## src/rtl/fetch_controller.sv

```systemverilog
// Instruction fetch sequencer: owns the PC, waits MEM_LATENCY cycles per fetch,
// buffers one instruction for decode, and handles redirects and address faults.
module fetch_controller #(
   parameter int          MEM_WORDS   = 64,
   parameter int          MEM_LATENCY = 1,
   parameter logic [31:0] RESET_PC    = 32'h0000_0000
) (
   input  logic        clk,
   input  logic        rst_n,
   output logic [31:0] imem_addr,
   output logic        imem_req,
   input  logic [31:0] imem_rdata,
   input  logic        redirect_valid,
   input  logic [31:0] redirect_pc,
   output logic        out_valid,
   input  logic        out_ready,
   output logic [31:0] out_instr,
   output logic [31:0] out_pc,
   output logic        fault,
   output logic [15:0] instr_count
);

   localparam logic [31:0] MEM_BYTES = 32'(MEM_WORDS * 4);
   localparam logic [2:0]  LAT_LAST  = 3'(MEM_LATENCY - 1);

   typedef enum logic [1:0] {REQ, VALID, FAULT} state_t;

   state_t      state_reg, state_next;
   logic [31:0] pc_reg, pc_next;
   logic [2:0]  lat_reg, lat_next;
   logic [31:0] instr_reg, instr_next;
   logic [31:0] opc_reg, opc_next;
   logic [15:0] count_reg, count_next;
   logic        redirect_ok;

   assign redirect_ok = (redirect_pc[1:0] == 2'b00) && (redirect_pc < MEM_BYTES);

   always_ff @(posedge clk or negedge rst_n) begin
      if (!rst_n) begin
         state_reg <= REQ;
         pc_reg    <= RESET_PC;
         lat_reg   <= 3'd0;
         instr_reg <= 32'd0;
         opc_reg   <= 32'd0;
         count_reg <= 16'd0;
      end else begin
         state_reg <= state_next;
         pc_reg    <= pc_next;
         lat_reg   <= lat_next;
         instr_reg <= instr_next;
         opc_reg   <= opc_next;
         count_reg <= count_next;
      end
   end

   always_comb begin
      state_next = state_reg;
      pc_next    = pc_reg;
      lat_next   = lat_reg;
      instr_next = instr_reg;
      opc_next   = opc_reg;
      count_next = count_reg;

      case (state_reg)
         REQ: begin
            if (lat_reg == LAT_LAST) begin
               instr_next = imem_rdata;
               opc_next   = pc_reg;
               pc_next    = pc_reg + 32'd4;
               lat_next   = 3'd0;
               state_next = VALID;
            end else begin
               lat_next = lat_reg + 3'd1;
            end
         end
         VALID: begin
            if (out_ready) begin
               count_next = count_reg + 16'd1;
               state_next = (pc_reg < MEM_BYTES) ? REQ : FAULT;
            end
         end
         default: ;
      endcase

      // Redirect overrides sequencing, but a handshake in the same cycle still counts.
      if (redirect_valid) begin
         instr_next = instr_reg;
         opc_next   = opc_reg;
         pc_next    = redirect_pc;
         lat_next   = 3'd0;
         state_next = redirect_ok ? REQ : FAULT;
      end
   end

   assign imem_addr   = pc_reg;
   assign imem_req    = (state_reg == REQ);
   assign out_valid   = (state_reg == VALID);
   assign fault       = (state_reg == FAULT);
   assign out_instr   = instr_reg;
   assign out_pc      = opc_reg;
   assign instr_count = count_reg;

endmodule

```

## config.mk

```make
export PLATFORM = sky130hd
export DESIGN_NAME = fetch_controller
export DESIGN_NICKNAME = d
export VERILOG_FILES = /design/src/rtl/fetch_controller.sv
export SDC_FILE = /design/constraint.sdc
export NUM_CORES = 1
export LEC_CHECK = 0
export CAP_MARGIN = 10
export CORE_MARGIN = 1
export CORE_UTILIZATION = 37
export CTS_CLUSTER_DIAMETER = 200
export DETAILED_ROUTE_END_ITERATION = 12
export HOLD_SLACK_MARGIN = 0.03
export PLACE_DENSITY = 0.78
export SLEW_MARGIN = 0
export SYNTH_ARGS = -nofsm -noshare
export SYNTH_HDL_FRONTEND = slang
export SYNTH_SLANG_ARGS = --single-unit
```

## constraint.sdc

```tcl
create_clock -name clk -period 2.2 [get_ports clk]
set_clock_uncertainty 0.1 [all_clocks]
set_input_delay 0.44 -clock clk [delete_from_list [all_inputs] [get_ports clk]]
set_output_delay 0.44 -clock clk [all_outputs]
set_load 0.02 [all_outputs]
```

; After elaboration in Yosys (flattened, before gate mapping)
; Cells that the tools add are included.
[op_classes]
n_addsub = 3
mux = 12
n_lt_le_gt_ge = 2
mul = 0
div_mod_pow = 0
n_bitwise = 1
shifts = 0
n_eq_ne = 4
reduce_logical = 11
[ops]
columns = cell, n
row1 = 32-bit two-way mux, 3
row2 = "32-bit by 9-bit less-than comparator with 1-bit output, second input constant", 2
row3 = "32-bit by 3-bit adder with 32-bit output, second input constant", 1
row4 = "16-bit by 1-bit adder with 16-bit output, second input constant", 1
row5 = 2-bit two-way mux, 5
row6 = 3-bit two-way mux, 3
row7 = 3-bit AND reduction, 2
row8 = 2-bit zero test, 2
row9 = 2-bit case mux with 2 select lines, 1
row10 = 2-bit AND reduction, 2
row11 = 2-bit nonzero test, 2
row12 = "3-bit by 1-bit adder with 3-bit output, second input constant", 1
row13 = 3-bit zero test, 1
row14 = "3-bit by 1-bit != test with 1-bit output, second input constant", 1
row15 = "3-bit by 2-bit != test with 1-bit output, second input constant", 1
row16 = 3-bit nonzero test, 1
row17 = "2-bit by 1-bit == test with 1-bit output, second input constant", 1
row18 = "2-bit == test, second input constant", 1
row19 = 1-bit logical AND, 1
row20 = 1-bit NOT, 1
[totals]
reg_bits = 117
n_memories = 0
romBits = 0
output_inout_bits = 115
ram_bits = 0
latch_bits = 0
in_bits = 68

; Logic depth before layout (Yosys ltp)
; Gate-level depths: netlist of the first run.
[logic_depth]
ltp_word = 5
depth_mapped = 8
ltp_nobuf = 7

; Worst setup path before layout of the first run
; OpenSTA, ideal clock, no wires.
[synth_path]
kind = register to register
start = register lat_reg[0]
end = register instr_reg[0] (netlist: out_instr[0])
slack_ns = -0.138
arrival_time_ns = 2.114
path_stages_with_launch = 8
period_less_slack_ns = 2.338
n_path_buf = 2
cell_sequence = dfrtp_1 > inv_1 > ha_1 > or4b_1 > buf_6 > nor2_2 > buf_4 > mux2_2
[synth_between]
elab_chain_len = 2
[synth_lines]
columns = item, line
row1 = from (decl), 30  ; logic [2:0] lat_reg, lat_next;
row2 = from (signal assigned), 49  ; lat_reg <= lat_next;
row3 = 3-bit zero test, 66  ; if (lat_reg == LAT_LAST) begin
row4 = 3-bit AND reduction (no source line), -
row5 = to (signal assigned), 50  ; instr_reg <= instr_next;
row6 = to (decl), 31  ; logic [31:0] instr_reg, instr_next;
; No other way between the ends.
; A chain may end at the register's enable or synchronous reset.

; Worst setup path after layout of the first run
[layout_path]
start = register lat_reg[1]
end = register opc_reg[22] (netlist: out_pc[22])
[layout_between]
elab_chain_len = 2
[layout_lines]
columns = item, line
row1 = 3-bit zero test, 66
row2 = 3-bit AND reduction (no source line), -
row3 = to (signal assigned), 51  ; opc_reg <= opc_next;
row4 = to (decl), 32  ; logic [31:0] opc_reg, opc_next;
; No other way between the ends.

==> summary.txt, run 1 <==
Outcome
  – Run status: finished, violations left
  – Failing checks: negative setup slack

Synth
  – Synthesized flop and latch total: 117
  – Ys async rst share: 1.00
  – Main synth FF type: dfrtp_1
  – Net count after synthesis: 511
  – Avg Inst Size Synth: 11.9 sq um
  – Distinct cells, synth: 38
  – Synthesis warning total: 0
  – EDFF count, synth: 0
  – Syn Inst Count: 439
  – Syn Std Cell Area: 5240 sq um
  – Seq/Total Area, Yosys: 0.558

STA
  – Final setup viols: 54
  – Fmax achieved: 440 MHz
  – Final period utilization: 1.03
  – Final WS setup: -0.0745 ns
  – Slew @ Worst Pin: 0.648 ns
  – Final hold vios: 0
  – Slew Viols, Final: 0
  – RSZ-0062 raised after global routing: yes
  – Final hold slack: 0.280 ns
  – Max_slew headroom: 0.568
  – Final min period: 2.27 ns

Detailed routing
  – 1st-iter DRT viols: 256
  – Detailed-router iteration count before antenna repair: 4
  – Per-cell routed wire length: 18.0 um
  – Via count: 4375
  – Vias per cell: 5.07
  – Post-route ant nets: 0
  – DRT Wirelength: 15500 um
  – DRC viols: 0

Clocking
  – Clock sink count: 117
  – Root Driver: clkbuf_16
  – Reg clk slew, reported paths: 0.05 ns
  – CTS H-tree lvls: 4
  – CTS tree: built
  – Clock insertion delay at the later pin of the skew report: 0.41 ns
  – CTS Buf Count: 17
  – CTS max path bufs: 2

Final layout
  – Area delta synth->final: 63.6%
  – Most common cell after layout, fill and taps aside: clkdlybuf4s50_1
  – Final std cells w/o fill: 863
  – Most frequent cells in the layout: 177 x clkdlybuf4s50_1, 115 x dfrtp_1, 55 x mux2_4, 51 x nand2_1, 33 x buf_4
  – N_diodes: 0
  – Layout cells sized above 1: 0.246
  – Final net count: 744

Setup path
  – Reg2reg setup slack: -0.07 ns
  – Critical path arrival: 2.46 ns
  – Worst Path Max Fanout: 8
  – Worst setup SP type: flop
  – Critical path class: flop to flop
  – Setup crit end kind: flop
  – Worst Path Required: 2.39 ns
  – RR Endpoint: out_pc[22]$_DFFE_PN0P_
  – R2R cell count: 8
  – R2r startpoint: lat_reg[1]$_DFFE_PN0P_

Global routing
  – First-pass GRT wire length: 21600 um
  – Grt ovf: 0
  – Vias in the first global route: 4301
  – Largest net degree at the start of global routing: 113
  – Initial antenna violation count: 0
  – Total global-route track usage: 0.196

Floorplanning
  – Initial core utilization: 0.379
  – Die W: 121 um
  – Num rows: 43
  – Area of the core: 13800 sq um
  – I/O pins: 183
  – Die height: 121 um
  – Die Area: 14600 sq um

Power
  – PwrDens: 716 nW/um^2
  – Total leakage power: 3.71 nW
  – Peak VDD IR: 0.454 mV

Place
  – GP Congestion: 0.804
  – Placed Instances: 816
  – Pre-CTS WS: -0.155 ns
  – DPL Wire Length: 10100 um
  – PortBufs: 182

Hold path
  – Hold crit path type: primary input to asynchronous set/reset pin

Flow run
  – Number of max-cap violations: 0
## logic make-up (layout without fill, tap and decap cells)
family                   Yosys count  in the layout  share of synthesized area
AO/OA/AOI/OAI                     38             38                     0.0384
adder cells (fa/ha/maj)            4              4                    0.00955
AND/OR/NAND/NOR                  144            144                      0.146
buffers and inverters             23            267                     0.0251
multiplexers                      71             71                      0.152
flip-flops                       117            117                      0.558
XOR/XNOR                          42             42                     0.0702
## synth_stat cells (3+ instances only)
master	count	area [sq um]
dfrtp_1	117	2930
inv_1	7	26.3
xnor2_1	15	131
nor4_1	13	81.3
o21ai_0	25	125
nor4_4	3	63.8
o21ai_1	5	25.0
nor2_1	12	45.0
nor3_1	6	30.0
buf_6	5	56.3
nand4_1	13	81.3
clkbuf_1	9	33.8
and3_1	6	37.5
nor2b_1	3	18.8
mux2_2	69	777
a21oi_1	4	20.0
nand3_1	21	105
xor2_1	27	236
nand2_1	55	206
ha_1	4	50.1
## critical path, cell delays in order, from the launching register on
cell	delay (ns)
dfrtp_1	0.38
inv_1	0.09
ha_4	0.13
or4b_4	0.47
buf_12	0.17
nor2_4	0.16
buf_12	0.17
clkbuf_16	0.17
mux2_2	0.32
## power by group
| part | internal (mW) | switching, mW | total [mW] |
|---|---|---|---|
| logic | 0.511 | 0.438 | 0.949 |
| clock network | 1.84 | 0.920 | 2.76 |
| registers | 2.29 | 0.138 | 2.43 |
| total | 4.64 | 1.50 | 6.14 |
## per-stage QoR
| stage | utilization | area (sq um) | power [mW] | setup TNS [ns] |
|---|---|---|---|---|
| after floorplan | - | 5250 | 2.79 | 0 |
| after global placement | 0.539 | 7450 | 3.32 | -1.34 |
| after detailed placement | 0.539 | 7450 | 3.35 | -3.54 |
| after CTS | 0.589 | 8150 | 6.14 | -2.24 |
| after global routing | 0.620 | 8580 | 6.38 | -7.73 |
| final | 0.620 | 8580 | 6.14 | -1.95 |
## worst max-delay path by stage
stage | cells past startpoint | end | start | slack, ns
final | 8 | out_pc[22]$_DFFE_PN0P_ | lat_reg[1]$_DFFE_PN0P_ | -0.07
after global routing | 8 | out_pc[2]$_DFFE_PN0P_ | lat_reg[0]$_DFFE_PN0P_ | -0.16
after CTS | 8 | out_instr[20]$_DFFE_PN0P_ | lat_reg[0]$_DFFE_PN0P_ | -0.06
after detailed placement | 8 | imem_addr[16]$_DFFE_PN0P_ | lat_reg[1]$_DFFE_PN0P_ | -0.15
after global placement | 8 | imem_addr[14]$_DFFE_PN0P_ | lat_reg[0]$_DFFE_PN0P_ | -0.05
after floorplan | 7 | out_instr[0]$_DFFE_PN0P_ | lat_reg[0]$_DFFE_PN0P_ | 0.006
## routing by layer
layer	vias to the layer above	global-route usage	routed length, um
met5	-	0	0
met4	0	0.0849	310
met3	27	0.0583	931
met2	161	0.334	7850
met1	2161	0.227	6450
li1	2026	-	-
## final cells by class
type | instances | area, sq um
fill | 1029 | 5250
sequential | 117 | 2930
tap | 180 | 225
inverter | 7 | 26.3
timing repair buffer | 230 | 2350
clock buffer | 20 | 467
clock inverter | 10 | 130
multi-input combinational | 299 | 2450
## what timing repair did
action / in CTS / in global routing
gates cloned: 1 / 5
setup buffers: 6 / 6
resized for setup: 14 / 94
hold buffers: 1 / 0
endpoints found under the setup margin: 89 / 86
hold endpoints to repair: 5 / 0
pin swaps: 3 / 13
Note: power is estimated with default switching activity, not from simulation.
==> inputs of run 2 (changes only) <==
--- a/config.mk
+++ b/config.mk
@@ -8,6 +8,7 @@
 export CAP_MARGIN = 10
 export CORE_MARGIN = 1
 export CORE_UTILIZATION = 37
+export CTS_BUF_LIST = sky130_fd_sc_hd__clkbuf_8 sky130_fd_sc_hd__clkbuf_16
 export CTS_CLUSTER_DIAMETER = 200
 export DETAILED_ROUTE_END_ITERATION = 12
 export HOLD_SLACK_MARGIN = 0.03
==> results of run 2 <==
Final layout, timing and power as in run 1 (identical DEF).
==> inputs of run 3 (changes only) <==
--- a/config.mk
+++ b/config.mk
@@ -9,7 +9,6 @@
 export CORE_MARGIN = 1
 export CORE_UTILIZATION = 37
 export CTS_BUF_LIST = sky130_fd_sc_hd__clkbuf_8 sky130_fd_sc_hd__clkbuf_16
-export CTS_CLUSTER_DIAMETER = 200
 export DETAILED_ROUTE_END_ITERATION = 12
 export HOLD_SLACK_MARGIN = 0.03
 export PLACE_DENSITY = 0.78
==> results of run 3 <==
Final layout, timing and power as in run 1 (identical DEF).
